[src/rtl/div_ratio_ctrl_if.sv]
// Request channel between the register/config block and the divider ratio controller.
interface div_ratio_ctrl_if #(
  parameter int WIDTH = 8
);
  logic             req_valid;
  logic             req_ready;
  logic [WIDTH-1:0] req_div;

  modport master (output req_valid, output req_div, input req_ready);
  modport slave  (input req_valid, input req_div, output req_ready);
endinterface

[src/rtl/div_ratio_ctrl.sv]
// Run-time ratio controller for the even/odd divider pair: validates requests, drains the
// output at a low phase, pulses the core reset, lets one output period settle, then locks.
module div_ratio_ctrl #(
  parameter int WIDTH   = 8,
  parameter int RST_CYC = 2
) (
  input  logic             clk,
  input  logic             reset,
  div_ratio_ctrl_if.slave  req,
  input  logic             i_div_in,
  output logic [WIDTH-1:0] o_div_p,
  output logic             o_odd_sel,
  output logic             o_core_rst,
  output logic             o_out_en,
  output logic             o_locked,
  output logic             o_err
);

  typedef enum logic [2:0] {IDLE, RUN, DRAIN, APPLY, SETTLE} state_t;

  state_t           r_state, w_state;
  logic [WIDTH-1:0] r_curN, w_curN;
  logic [WIDTH-1:0] r_cnt, w_cnt;
  logic [WIDTH-1:0] r_divP, w_divP;
  logic             r_reqReady, w_reqReady;
  logic             r_oddSel, w_oddSel;
  logic             r_coreRst, w_coreRst;
  logic             r_outEn, w_outEn;
  logic             r_locked, w_locked;
  logic             r_err, w_err;
  logic             r_sync1, r_sync2;
  logic             w_accept, w_legal;

  // Odd core counts the full ratio; even core counts half a period.
  function automatic logic [WIDTH-1:0] mapDiv(input logic [WIDTH-1:0] n);
    return n[0] ? n : (n >> 1);
  endfunction

  assign w_accept = req.req_valid & r_reqReady;
  assign w_legal  = (req.req_div >= WIDTH'(2));

  always_comb begin
    w_state    = r_state;
    w_curN     = r_curN;
    w_cnt      = r_cnt;
    w_divP     = r_divP;
    w_reqReady = r_reqReady;
    w_oddSel   = r_oddSel;
    w_coreRst  = r_coreRst;
    w_outEn    = r_outEn;
    w_locked   = r_locked;
    w_err      = 1'b0;
    case (r_state)
      IDLE: begin
        if (w_accept) begin
          if (!w_legal) begin
            w_err = 1'b1;
          end else begin
            w_curN     = req.req_div;
            w_divP     = mapDiv(req.req_div);
            w_oddSel   = req.req_div[0];
            w_coreRst  = 1'b1;
            w_cnt      = WIDTH'(RST_CYC);
            w_reqReady = 1'b0;
            w_state    = APPLY;
          end
        end
      end
      RUN: begin
        if (w_accept) begin
          if (!w_legal) begin
            w_err = 1'b1;
          end else if (req.req_div != r_curN) begin
            w_curN     = req.req_div;
            w_locked   = 1'b0;
            w_reqReady = 1'b0;
            w_state    = DRAIN;
          end
        end
      end
      // Gate only while the fed-back clock is low so the output never sees a runt pulse.
      DRAIN: begin
        if (!r_sync2) begin
          w_outEn   = 1'b0;
          w_divP    = mapDiv(r_curN);
          w_oddSel  = r_curN[0];
          w_coreRst = 1'b1;
          w_cnt     = WIDTH'(RST_CYC);
          w_state   = APPLY;
        end
      end
      APPLY: begin
        if (r_cnt == WIDTH'(1)) begin
          w_coreRst = 1'b0;
          w_cnt     = r_curN;
          w_state   = SETTLE;
        end else begin
          w_cnt = r_cnt - WIDTH'(1);
        end
      end
      SETTLE: begin
        if (r_cnt == WIDTH'(1)) begin
          w_outEn    = 1'b1;
          w_locked   = 1'b1;
          w_reqReady = 1'b1;
          w_state    = RUN;
        end else begin
          w_cnt = r_cnt - WIDTH'(1);
        end
      end
      default: w_state = IDLE;
    endcase
  end

  always_ff @(posedge clk or posedge reset) begin
    if (reset) begin
      r_state    <= IDLE;
      r_curN     <= '0;
      r_cnt      <= '0;
      r_divP     <= '0;
      r_reqReady <= 1'b1;
      r_oddSel   <= 1'b0;
      r_coreRst  <= 1'b1;
      r_outEn    <= 1'b0;
      r_locked   <= 1'b0;
      r_err      <= 1'b0;
      r_sync1    <= 1'b0;
      r_sync2    <= 1'b0;
    end else begin
      r_state    <= w_state;
      r_curN     <= w_curN;
      r_cnt      <= w_cnt;
      r_divP     <= w_divP;
      r_reqReady <= w_reqReady;
      r_oddSel   <= w_oddSel;
      r_coreRst  <= w_coreRst;
      r_outEn    <= w_outEn;
      r_locked   <= w_locked;
      r_err      <= w_err;
      r_sync1    <= i_div_in;
      r_sync2    <= r_sync1;
    end
  end

  assign req.req_ready = r_reqReady;
  assign o_div_p       = r_divP;
  assign o_odd_sel     = r_oddSel;
  assign o_core_rst    = r_coreRst;
  assign o_out_en      = r_outEn;
  assign o_locked      = r_locked;
  assign o_err         = r_err;

endmodule

[src/flat_wrapper.sv]
// flat-port wrapper written by rule: the top's interface ports become plain ports
module div_ratio_ctrl_flat 
#(
  parameter int WIDTH   = 8,
  parameter int RST_CYC = 2
)
  (clk, reset, i_div_in, o_div_p, o_odd_sel, o_core_rst, o_out_en, o_locked, o_err, req_req_valid, req_req_div, req_req_ready);
  div_ratio_ctrl_if #(.WIDTH(WIDTH)) req_i ();
  input  logic clk;
  input  logic reset;
  input  logic i_div_in;
  output logic [WIDTH-1:0] o_div_p;
  output logic o_odd_sel;
  output logic o_core_rst;
  output logic o_out_en;
  output logic o_locked;
  output logic o_err;
  input wire logic [$bits(req_i.req_valid)-1:0] req_req_valid;
  input wire logic [$bits(req_i.req_div)-1:0] req_req_div;
  output wire logic [$bits(req_i.req_ready)-1:0] req_req_ready;
  assign req_i.req_valid = req_req_valid;
  assign req_i.req_div = req_req_div;
  assign req_req_ready = req_i.req_ready;
  div_ratio_ctrl #(.WIDTH(WIDTH), .RST_CYC(RST_CYC)) u_core (.clk(clk), .reset(reset), .req(req_i), .i_div_in(i_div_in), .o_div_p(o_div_p), .o_odd_sel(o_odd_sel), .o_core_rst(o_core_rst), .o_out_en(o_out_en), .o_locked(o_locked), .o_err(o_err));
endmodule
[config.mk]
export PLATFORM = sky130hd
export DESIGN_NAME = div_ratio_ctrl_flat
export DESIGN_NICKNAME = d
export VERILOG_FILES = /design/src/rtl/div_ratio_ctrl_if.sv /design/src/rtl/div_ratio_ctrl.sv /design/src/flat_wrapper.sv
export SDC_FILE = /design/constraint.sdc
export NUM_CORES = 1
export LEC_CHECK = 0
export CORE_UTILIZATION = 52
export CTS_BUF_LIST = sky130_fd_sc_hd__clkbuf_2 sky130_fd_sc_hd__clkbuf_4 sky130_fd_sc_hd__clkbuf_8
export DETAILED_ROUTE_END_ITERATION = 16
export PLACE_DENSITY = 0.79
export SETUP_SLACK_MARGIN = 0.05
export SLEW_MARGIN = 25
export SYNTH_ARGS = -nofsm -noshare
export SYNTH_HDL_FRONTEND = slang
export SYNTH_SLANG_ARGS = --single-unit
[constraint.sdc]
create_clock -name clk -period 2.1 [get_ports clk]
set_clock_uncertainty 0.15 [all_clocks]
set_input_delay 0.42 -clock clk [delete_from_list [all_inputs] [get_ports clk]]
set_output_delay 0.42 -clock clk [all_outputs]
set_load 0.005 [all_outputs]
==> results.ini <==
[outcome]
status=finished clean

[routing]
routedWlPerCell_um=16.23
drt-initial-drc-count=83
num_vias=1869
routed.top_layer=met4
wl_met1_um=2402
first_pass_iters=4
ant_nets=0
via_per_inst=5.786
drc=0
route.met2.wl_um=2538
met3WireLength_um=231
drt-total-wl_um=5241

[clocking]
cts_hold_buf=0
clock_latency_ps=290
cts.sinks=35
clk_pin_slew_ps=70
h-tree-depth=2
clk_path_buf_depth=2
cts_tree=done
ctsRootBufferMaster=clkbuf_8
cts_made_buffers=5

[die]
die_h_um=64.55
die_width_um=64.55
coreArea_um2=3716
start_util_pct=54.75
io-pin-count=26
row_count=22
dieArea_um2=4167

[placement]
place_area_um2=2628
port_buffers=25
place_ws_ps=-489.5
dp_hpwl_um=3722
finalWeightedCongestion=0.8909

[worst_hold_path]
whs_path_depth=0
hp-start=u_core.r_sync1
min_to=u_core.r_sync2
hold_path_class=flip-flop to flip-flop

[worst_setup_path]
cp-end-kind=flip-flop
reg2reg_to=u_core.r_state[0]
crit_arrival_ps=2060
worst_setup_path_start_kind=flip-flop
max_stage_delay_ps=480
r2r_slack_ps=70
r2r_cells=7
crit_slowest_cell=or4b_4
crit_fanout=4
reg2reg_from=u_core.r_cnt[1]
required_ps=2130
cp_cell_sequence=inv_2, ha_4, or4b_4, o211ai_1, a22oi_1, and4bb_2, a221oi_2
crit_type=flip-flop to flip-flop

[timing]
tightest_slew_ps=462.7
grt_setup_unrepaired=true
finalWorstSetupSlack_ps=65.26
period_needed_ps=2035
drv_slew=0
fin_crit_sh_pct=96.89
max_clock_freq_mhz=491.5
slew_headroom_pct=69.15
hold_violations=0
setup_viol=0

[synth]
yosys_warnings=0
netlist_area_um2=2034
synth_cell_types=47
synth-xor-area-share_pct=3.875
yosysTopAreaCell=dfrtp_1
ys_seq_area_share_pct=43.17
ys.flop_type=dfrtp_1
yosys.area_share.simple_pct=18.57
synthMuxAreaShare_pct=12.73
synth-compound-area-share_pct=16.79
synth_top_cell_area_share_pct=40.59
synth-seq-cells=35
ys_top_cells_by_area=dfrtp_1, mux2_2, mux2i_1, nand2_1, nor2_1
synthAdderAreaFrac_pct=1.230
syn-mean-instance-area_um2=9.828
synth_edf_count=0
synthesis.nets=221
syn_inst=207
synth_top_family_by_area=simple AND/OR/NAND/NOR gates
async_reset_ff_share_pct=100.0

[grt]
grt_pass1_wl_um=8866
grtUsageTotal_pct=28.31
grt_overflow=0
grt_pass1_vias=1870
antenna_found_initial=0
grt_max_degree=36

[layout]
nets=288
fillers=264
ff_latch_area_um2=879.6
syn_to_final_growth_pct=37.21
mostFrequentLayoutCells=buf_4, dfrtp_1, nand2_1, nor2_1, clkdlybuf4s50_1
multiInputGateArea_um2=1135
final_common_cell=buf_4
drive_gt1_share_pct=30.91
fin_area_um2=2791
final_core_util_pct=75.12
antenna_cells=0

[power]
power_density_nw_per_um2=474.9
p_leak_nw=1.268
peakVddDrop_v=0.0004342
power_mw=1.326

[job]
max_cap_viol_count=0

[cell families (layout without fill, tap and decap cells)]
| group | Yosys count | after routing |
|---|---|---|
| DFF | 35 | 35 |
| muxes | 24 | 24 |
| adders and majority gates | 2 | 2 |
| and+or+nand+nor | 71 | 71 |
| AOI/OAI and AO/OA | 50 | 50 |
| buffers and inverters | 16 | 84 |
| xor gates and xnor gates | 9 | 9 |
[worst max-delay path: cells and delay by family (launching register included)]
family                   cells  cell delay [ps]
buffers and inverters        1               80
AO/OA/AOI/OAI                3              360
adder cells (fa/ha/maj)      1              140
AND/OR/NAND/NOR              2              800
flip-flops                   1              390
[power by group]
| part | leakage [nW] | switching, mW | internal [mW] |
|---|---|---|---|
| Combinational | 0.761 | 0.0462 | 0.0423 |
| Sequential | 0.452 | 0.000887 | 0.676 |
| Clock | 0.0549 | 0.248 | 0.312 |
[per-layer routing]
metal | vias up | GRT usage (%)
met4 | 0 | 11.94
li1 | 896 | -
met2 | 48 | 44.08
met5 | - | 0
met3 | 5 | 6.162
met1 | 920 | 37.98
[sequential cells by signal (all words and copies together), names as in the netlist]
name	cells
u_core.o_div_p	8
u_core.r_cnt	8
u_core.r_curN	8
u_core.r_state	3
u_core.o_core_rst	1
u_core.o_err	1
u_core.o_locked	1
u_core.o_odd_sel	1
u_core.o_out_en	1
u_core.r_sync1	1
u_core.r_sync2	1
u_core.req.req_ready	1
[metrics by stage]
stage	hold slack, ps	setup TNS (ps)	cells
global route	231.2	-47.24	323
floorplan	181.2	0	207
global placement	198.1	-8846	313
CTS	211.4	0	322
finish	213.3	0	323
detailed placement	196.3	-10910	313
[Yosys cell counts, drive strengths merged (2+ instances only)]
library cell / instances
nor3b: 2
inv: 8
o21ai: 16
mux2: 15
nor3: 10
xor2: 8
a221o: 3
nor2: 20
a32oi: 2
nand2: 22
mux2i: 9
buf: 5
nor4: 4
nand3b: 3
clkbuf: 3
ha: 2
dfstp: 2
or3: 2
nand3: 2
a21oi: 13
o211ai: 2
a32o: 2
a31oi: 4
dfrtp: 33
[final cells by class]
cell class | instances | area share (%)
inverter | 8 | 1.076
clock buffer | 8 | 3.720
sequential | 35 | 31.51
multi-input combinational | 156 | 40.65
timing repair buffer | 68 | 20.89
tap | 48 | 2.151
[how the worst max path moves through the flow]
stage | start | slack, ps | to | depth (start not counted)
finish | u_core.r_cnt[1] | 70 | u_core.r_state[0] | 7
global route | u_core.r_cnt[1] | -40 | u_core.r_state[0] | 7
CTS | u_core.r_cnt[1] | 60 | u_core.r_state[0] | 7
detailed placement | req_req_div[3] | -490 | u_core.r_cnt[5] | 8
global placement | req_req_div[7] | -390 | u_core.r_curN[0] | 7
floorplan | u_core.r_cnt[1] | 60 | u_core.r_state[0] | 7
[what timing repair did]
| action | 4_1_cts | 5_1_grt |
|---|---|---|
| gates resized for setup | 15 | 4 |
| endpoints found under the setup margin | 28 | 19 |
| pin swaps | 8 | 4 |
| endpoints found under the hold margin | 0 | 0 |
| gates cloned | 0 | 0 |
| setup buffers | 1 | 1 |
Power figures use the tool's default switching activity.
